==> config.mk <==
export PLATFORM = sky130hd
export DESIGN_NAME = calc_cmd_sched_flat
export DESIGN_NICKNAME = d
export VERILOG_FILES = /design/src/rtl/calc_cmd_sched_if.sv /design/src/rtl/calc_cmd_sched.sv /design/src/flat_wrapper.sv
export SDC_FILE = /design/constraint.sdc
export NUM_CORES = 1
export LEC_CHECK = 0
export CORE_MARGIN = 2
export CORE_UTILIZATION = 39
export CTS_BUF_LIST = sky130_fd_sc_hd__clkbuf_4 sky130_fd_sc_hd__clkbuf_8
export CTS_CLUSTER_DIAMETER = 60
export DETAILED_ROUTE_END_ITERATION = 6
export MAX_ROUTING_LAYER = met4
export PLACE_DENSITY = 0.61
export SLEW_MARGIN = 20
export SYNTH_ARGS = -nofsm -noshare
export SYNTH_HDL_FRONTEND = slang
export SYNTH_SLANG_ARGS = --single-unit
==> constraint.sdc <==
create_clock -name clock -period 4.4 [get_ports clock]
set_clock_uncertainty 0.2 [all_clocks]
set_input_delay 0.66 -clock clock [delete_from_list [all_inputs] [get_ports clock]]
set_output_delay 0.66 -clock clock [all_outputs]
set_load 0.02 [all_outputs]
==> src/rtl/calc_cmd_sched_if.sv <==
// Keypad/core handshake bundle for calc_cmd_sched.
// master: keypad + core side; slave: the scheduler.
interface calc_cmd_sched_if #(
    parameter int unsigned DEPTH = 8
);
    localparam int unsigned CW = $clog2(DEPTH) + 1;

    logic          key_valid;
    logic [3:0]    key_code;
    logic          key_ready;
    logic [1:0]    calc_status;
    logic [3:0]    cmd_out;
    logic          busy;
    logic [CW-1:0] fifo_count;
    logic          overflow;
    logic          fault;
    logic [1:0]    fault_code;
    logic          clear;

    modport master (
        output key_valid, key_code, calc_status, clear,
        input  key_ready, cmd_out, busy, fifo_count, overflow, fault, fault_code
    );

    modport slave (
        input  key_valid, key_code, calc_status, clear,
        output key_ready, cmd_out, busy, fifo_count, overflow, fault, fault_code
    );
endinterface

==> src/rtl/calc_cmd_sched.sv <==
// Keypad command FIFO + one-at-a-time issue handshake to the calculator core.
// Optional backspace merging is enabled by defining CMD_SCHED_BKSP_MERGE_EN.
module calc_cmd_sched #(
    parameter int unsigned DEPTH       = 8,
    parameter logic [3:0]  IDLE_CMD    = 4'hD,
    parameter int unsigned TIMEOUT_CYC = 64
) (
    input logic             clock,
    input logic             reset,
    calc_cmd_sched_if.slave bus
);
    localparam int unsigned PW = (DEPTH > 1) ? $clog2(DEPTH) : 1;
    localparam int unsigned CW = $clog2(DEPTH) + 1;
    localparam int unsigned TW = $clog2(TIMEOUT_CYC) + 1;

    typedef enum logic [1:0] {StIdle, StWaitAck, StWaitReady, StFault} state_e;

    state_e        state_q, state_d;
    logic [PW-1:0] rd_ptr_q, rd_ptr_d, wr_ptr_q, wr_ptr_d;
    logic [CW-1:0] count_q, count_d;
    logic [3:0]    cmd_q, cmd_d;
    logic [TW-1:0] timer_q, timer_d;
    logic          overflow_q, overflow_d;
    logic [1:0]    fault_code_q, fault_code_d;
    logic [3:0]    mem_q [DEPTH];
    logic [3:0]    mem_d [DEPTH];

    logic pop, push, flush, not_full, merge_ok, timed_out;

    assign timed_out = (timer_q == TW'(TIMEOUT_CYC - 1));

    always_comb begin
        state_d      = state_q;
        cmd_d        = IDLE_CMD;
        timer_d      = timer_q;
        fault_code_d = fault_code_q;
        pop          = 1'b0;
        flush        = 1'b0;
        unique case (state_q)
            StIdle: begin
                if (count_q != '0 && bus.calc_status == 2'b10) begin
                    pop     = 1'b1;
                    cmd_d   = mem_q[rd_ptr_q];
                    timer_d = '0;
                    state_d = StWaitAck;
                end
            end
            StWaitAck: begin
                timer_d = timer_q + TW'(1);
                cmd_d   = cmd_q;
                if (bus.calc_status == 2'b00) begin
                    state_d      = StFault;
                    fault_code_d = 2'b01;
                end else if (bus.calc_status == 2'b01) begin
                    state_d = StWaitReady;
                end else if (timed_out) begin
                    state_d      = StFault;
                    fault_code_d = 2'b10;
                end
            end
            StWaitReady: begin
                timer_d = timer_q + TW'(1);
                if (bus.calc_status == 2'b00) begin
                    state_d      = StFault;
                    fault_code_d = 2'b01;
                end else if (bus.calc_status == 2'b10) begin
                    state_d = StIdle;
                end else if (timed_out) begin
                    state_d      = StFault;
                    fault_code_d = 2'b10;
                end
            end
            StFault: begin
                if (bus.clear) begin
                    state_d      = StIdle;
                    fault_code_d = 2'b00;
                end
            end
            default: state_d = StIdle;
        endcase
        // Leaving a wait state for FAULT drops the command and empties the queue.
        if (state_d == StFault && state_q != StFault) begin
            cmd_d = IDLE_CMD;
            flush = 1'b1;
        end
    end

    assign not_full = (count_q < CW'(DEPTH));

`ifdef CMD_SCHED_BKSP_MERGE_EN
    logic [3:0] tail;
    assign tail     = mem_q[wr_ptr_q - PW'(1)];
    // A lone entry being popped this cycle cannot also be merged away.
    assign merge_ok = (bus.key_code == 4'hF) && (count_q != '0) && (tail <= 4'd9) &&
                      !(pop && count_q == CW'(1));
`else
    assign merge_ok = 1'b0;
`endif

    assign bus.key_ready = not_full || pop || merge_ok;
    assign push          = bus.key_valid && !merge_ok && (not_full || pop);

    always_comb begin
        rd_ptr_d = rd_ptr_q;
        wr_ptr_d = wr_ptr_q;
        count_d  = count_q;
        mem_d    = mem_q;
        if (push) begin
            mem_d[wr_ptr_q] = bus.key_code;
            wr_ptr_d        = wr_ptr_q + PW'(1);
            count_d         = count_d + CW'(1);
        end
        if (bus.key_valid && merge_ok) begin
            wr_ptr_d = wr_ptr_q - PW'(1);
            count_d  = count_d - CW'(1);
        end
        if (pop) begin
            rd_ptr_d = rd_ptr_q + PW'(1);
            count_d  = count_d - CW'(1);
        end
        if (flush) begin
            rd_ptr_d = '0;
            wr_ptr_d = '0;
            count_d  = '0;
        end
    end

    always_comb begin
        overflow_d = bus.clear ? 1'b0 : overflow_q;
        if (bus.key_valid && !bus.key_ready) overflow_d = 1'b1;
    end

    always_ff @(posedge clock or negedge reset) begin
        if (!reset) begin
            state_q      <= StIdle;
            rd_ptr_q     <= '0;
            wr_ptr_q     <= '0;
            count_q      <= '0;
            cmd_q        <= IDLE_CMD;
            timer_q      <= '0;
            overflow_q   <= 1'b0;
            fault_code_q <= 2'b00;
        end else begin
            state_q      <= state_d;
            rd_ptr_q     <= rd_ptr_d;
            wr_ptr_q     <= wr_ptr_d;
            count_q      <= count_d;
            cmd_q        <= cmd_d;
            timer_q      <= timer_d;
            overflow_q   <= overflow_d;
            fault_code_q <= fault_code_d;
        end
    end

    // Storage needs no reset: occupancy is tracked by the pointers and count.
    always_ff @(posedge clock) begin
        mem_q <= mem_d;
    end

    assign bus.cmd_out    = cmd_q;
    assign bus.busy       = (state_q == StWaitAck) || (state_q == StWaitReady);
    assign bus.fault      = (state_q == StFault);
    assign bus.fault_code = fault_code_q;
    assign bus.fifo_count = count_q;
    assign bus.overflow   = overflow_q;
endmodule

==> src/flat_wrapper.sv <==
// flat-port wrapper written by rule: the top's interface ports become plain ports
module calc_cmd_sched_flat 
#(
    parameter int unsigned DEPTH       = 8,
    parameter logic [3:0]  IDLE_CMD    = 4'hD,
    parameter int unsigned TIMEOUT_CYC = 64
)
  (clock, reset, bus_key_valid, bus_key_code, bus_calc_status, bus_clear, bus_key_ready, bus_cmd_out, bus_busy, bus_fifo_count, bus_overflow, bus_fault, bus_fault_code);
  calc_cmd_sched_if #(.DEPTH(DEPTH)) bus_i ();
  input logic clock;
  input logic reset;
  input wire logic [$bits(bus_i.key_valid)-1:0] bus_key_valid;
  input wire logic [$bits(bus_i.key_code)-1:0] bus_key_code;
  input wire logic [$bits(bus_i.calc_status)-1:0] bus_calc_status;
  input wire logic [$bits(bus_i.clear)-1:0] bus_clear;
  output wire logic [$bits(bus_i.key_ready)-1:0] bus_key_ready;
  output wire logic [$bits(bus_i.cmd_out)-1:0] bus_cmd_out;
  output wire logic [$bits(bus_i.busy)-1:0] bus_busy;
  output wire logic [$bits(bus_i.fifo_count)-1:0] bus_fifo_count;
  output wire logic [$bits(bus_i.overflow)-1:0] bus_overflow;
  output wire logic [$bits(bus_i.fault)-1:0] bus_fault;
  output wire logic [$bits(bus_i.fault_code)-1:0] bus_fault_code;
  assign bus_i.key_valid = bus_key_valid;
  assign bus_i.key_code = bus_key_code;
  assign bus_i.calc_status = bus_calc_status;
  assign bus_i.clear = bus_clear;
  assign bus_key_ready = bus_i.key_ready;
  assign bus_cmd_out = bus_i.cmd_out;
  assign bus_busy = bus_i.busy;
  assign bus_fifo_count = bus_i.fifo_count;
  assign bus_overflow = bus_i.overflow;
  assign bus_fault = bus_i.fault;
  assign bus_fault_code = bus_i.fault_code;
  calc_cmd_sched #(.DEPTH(DEPTH), .IDLE_CMD(IDLE_CMD), .TIMEOUT_CYC(TIMEOUT_CYC)) u_core (.clock(clock), .reset(reset), .bus(bus_i));
endmodule
==> metrics.yaml <==
timing_max_transition_violations_final: 0
postCtsResizedCells: 0
share_clk_of_total_power_pct: 22.2
vias_in_the_first_global_route: 1866
rsz0062_at_grt: "no"
grt_use_total_pct: 15.6
clk_pin_slew_worst_paths_ns: 0.07
leakagePower_nw: 1.28
power-per-cell-area_mw_per_mm2: 630
fp.dieArea_sq_mm: 0.00804
finalWeightedCongestion: 0.865
fin_worst_hold_slack_ns: 0.104
yosys_register_bits: 58
final_area_sq_mm: 0.00339
min_path_type: "in2async"
areaGrowthSynthToFinish_pct: 18.4
grt_antenna_before_repair: 0
worst_setup_path_start_kind: "register"
route.detailed.wl_per_inst_microns: 14.9
synth.yosys.seq_area_share_pct: 56.4
core-area_sq_mm: 0.00718
synth.net_count: 247
status: "finished clean"
num_antenna_cells: 0
drt-pass1-iter-count: 4
postSynth.asyncResetShare_pct: 44.8
synthesis.area_sq_mm: 0.00286
final_antenna_violating_net_count: 0
fin_setup_tns_ns: 0
post_synth_num_cell_types: 52
synth-edff-count: 32
die_height_microns: 89.7
cts.htree.levels: 3
ff_latch_area_sq_mm: 0.00162
worstSetupEndpointType: "output pin"
maximum_number_of_pins_on_one_net_before_global_route_repair: 25
timing.fmax_mhz: 318
post-route-period-util_pct: 71.5
synthFlopType: "edfxtp_1"
routed_wirelength_mm: 5.36
critPathRequiredTime_ns: 3.54
worstSkewPairLatency_ns: 0.33
io_pins: 24
start_util_pct: 39.9
layout_common_cells: "edfxtp_1, dfrtp_1, clkdlybuf4s50_1"
final_net_count: 276
layout_commonest_cell: "edfxtp_1"
finalWorstPathRequiredPeriod_ns: 3.15
post_cts.repair.setup_buffers: 0
floorplan.rows: 31
postPlaceCellArea_sq_mm: 0.00319
cts.hold.buffers_added: 0
die_width_microns: 89.7
ys.warnings.count: 0
utilization_pct: 47.2
max-slew-margin-rel_pct: 39.2
post_synth_inst_count: 227
fill_cells: 637
syn_area_per_cell_sq_um: 12.6
intPower_w: 0.00134
clock_tree_from_tritoncts: "yes"
seqPwrFrac_pct: 39.6
drv.max_cap_violation_count: 0
crit_fanout: 11
post_route_cells_drive_above_1_share_pct: 17.6
hold_viol: 0
cts.sinks: 58
instances_no_fill: 360
switching_share_pct: 37.2
multi_input_comb_area_sq_mm: 0.00118
total_switching_power_w: 0.000794
dpl.cell_count: 344
setup.worst_path.class: "reg2out"
overflow: 0
drt_drc_violations_left: 0
cts_root_buf: "clkbuf_8"
critPathArrivalTime_ns: 2.29
portBuffers: 23
worst_slew_pin_slew_ns: 0.911
drt_first_iter_violations: 104
tritoncts_buffer_count: 9
peak_vdd_ir_mv: 0.265
finalSetupViolCount: 0
dp_hpwl_mm: 3.83
comb_power_share_pct: 38.2
cts.path.max_buffers: 2
vias: 1770
post_drt_via_cell_ratio: 4.92
grt_pass1_wl_mm: 9.10
==> final cells by class <==
| cell class | instances | share of cell area, % |
|---|---|---|
| inverter | 10 | 1.11 |
| multi-input combinational | 152 | 34.7 |
| timing repair buffer | 25 | 7.09 |
| sequential | 58 | 47.7 |
| tap | 99 | 3.66 |
| clock buffer | 9 | 3.66 |
| clock inverter | 7 | 2.07 |
==> final timing paths <==
path / slack [ns] / cells after the start / startpoint / end
setup / recovery: 1.25 / 5 / u_core.state_q[0]$_DFF_PN0_ / bus_key_ready
hold / removal: 0.10 / 1 / reset / u_core.timer_q[3]$_DFFE_PN0P_
setup reg to reg: 1.55 / 6 / u_core.state_q[0]$_DFF_PN0_ / u_core.mem_q[8]$_DFFE_PP_
hold reg to reg: 0.29 / 1 / u_core.bus.fault_code[1]$_DFFE_PN0P_ / u_core.bus.fault_code[1]$_DFFE_PN0P_
max in group asynchronous: 3.44 / 2 / reset / u_core.bus.overflow$_DFFE_PN0P_
min in group clock: 0.29 / 1 / u_core.bus.fault_code[1]$_DFFE_PN0P_ / u_core.bus.fault_code[1]$_DFFE_PN0P_
==> per-layer routing <==
metal	track usage (%)	vias to the layer above	share of wire (%)
li1	-	882	-
met3	5.21	4	4.1
met4	3.66	0	0.78
met2	25.1	27	49
met5	-	-	0
met1	19.2	857	46
==> Yosys cell counts (2+ instances only) <==
cell type   n  share of area, %
edfxtp_1   32                34
xnor2_1     7               2.1
ha_1       10               4.4
nand4_1     4              0.87
or3_1       2              0.44
a211oi_1    3              0.79
nor3_1      2              0.35
xor2_1      6               1.8
a21o_1      2              0.52
buf_1       2              0.26
nand2b_1    3              0.66
dfrtp_1    23                20
mux4_2      8               6.3
and2_1      2              0.44
nor4b_1     2              0.61
and2b_1     2              0.52
nand3_1     2              0.35
o21ai_0     8               1.4
o22ai_1     2              0.44
nor2_1     20               2.6
buf_2       3              0.52
a22oi_1     2              0.52
a211oi_2    2              0.87
nor3b_1     2              0.52
inv_1      10               1.3
or2_2       3              0.66
nand3b_1    2              0.52
nor2b_1     5               1.1
nand2_1    19               2.5
a21oi_1    10               1.7
mux2i_1     4               1.4
dfstp_2     3               2.8
==> power groups by stage <==
stage | clock (W) | sequential (W) | combinational (W)
floorplan | 0 | 0.000821 | 0.000609
global placement | 0 | 0.000851 | 0.000811
global route | 0.000513 | 0.000869 | 0.000919
detailed placement | 0 | 0.000855 | 0.000820
finish | 0.000475 | 0.000845 | 0.000815
CTS | 0.000490 | 0.000847 | 0.000822
==> worst max-delay path, cell delays in order (launching register included) <==
cell and delay (ns):
dfrtp_1 0.41, inv_1 0.17, ha_1 0.45, nand3b_4 0.17, nand2_1 0.15, clkdlybuf4s50_1 0.61
==> state kept, by name, indices dropped and copies added (netlist names) <==
register               cells
u_core.state_q             2
u_core.wr_ptr_q            3
u_core.bus.fifo_count      4
u_core.bus.overflow        1
u_core.bus.fault_code      2
u_core.rd_ptr_q            3
u_core.bus.cmd_out         4
u_core.mem_q              32
u_core.timer_q             7
==> stage by stage <==
stage | power [W] | setup WS, ns
CTS | 0.00216 | 1.24
global route | 0.00230 | 1.09
floorplan | 0.00143 | 2.00
detailed placement | 0.00168 | 1.05
finish | 0.00214 | 1.25
global placement | 0.00166 | 1.15
==> cells by family after synthesis <==
family / synth area share (%)
multiplexers: 8.09
adder cells (fa/ha/maj): 4.37
XOR/XNOR: 3.98
buffers and inverters: 2.62
flip-flops: 56.4
AO/OA/AOI/OAI: 9.79
AND/OR/NAND/NOR: 14.7
Power figures use the tool's default switching activity.
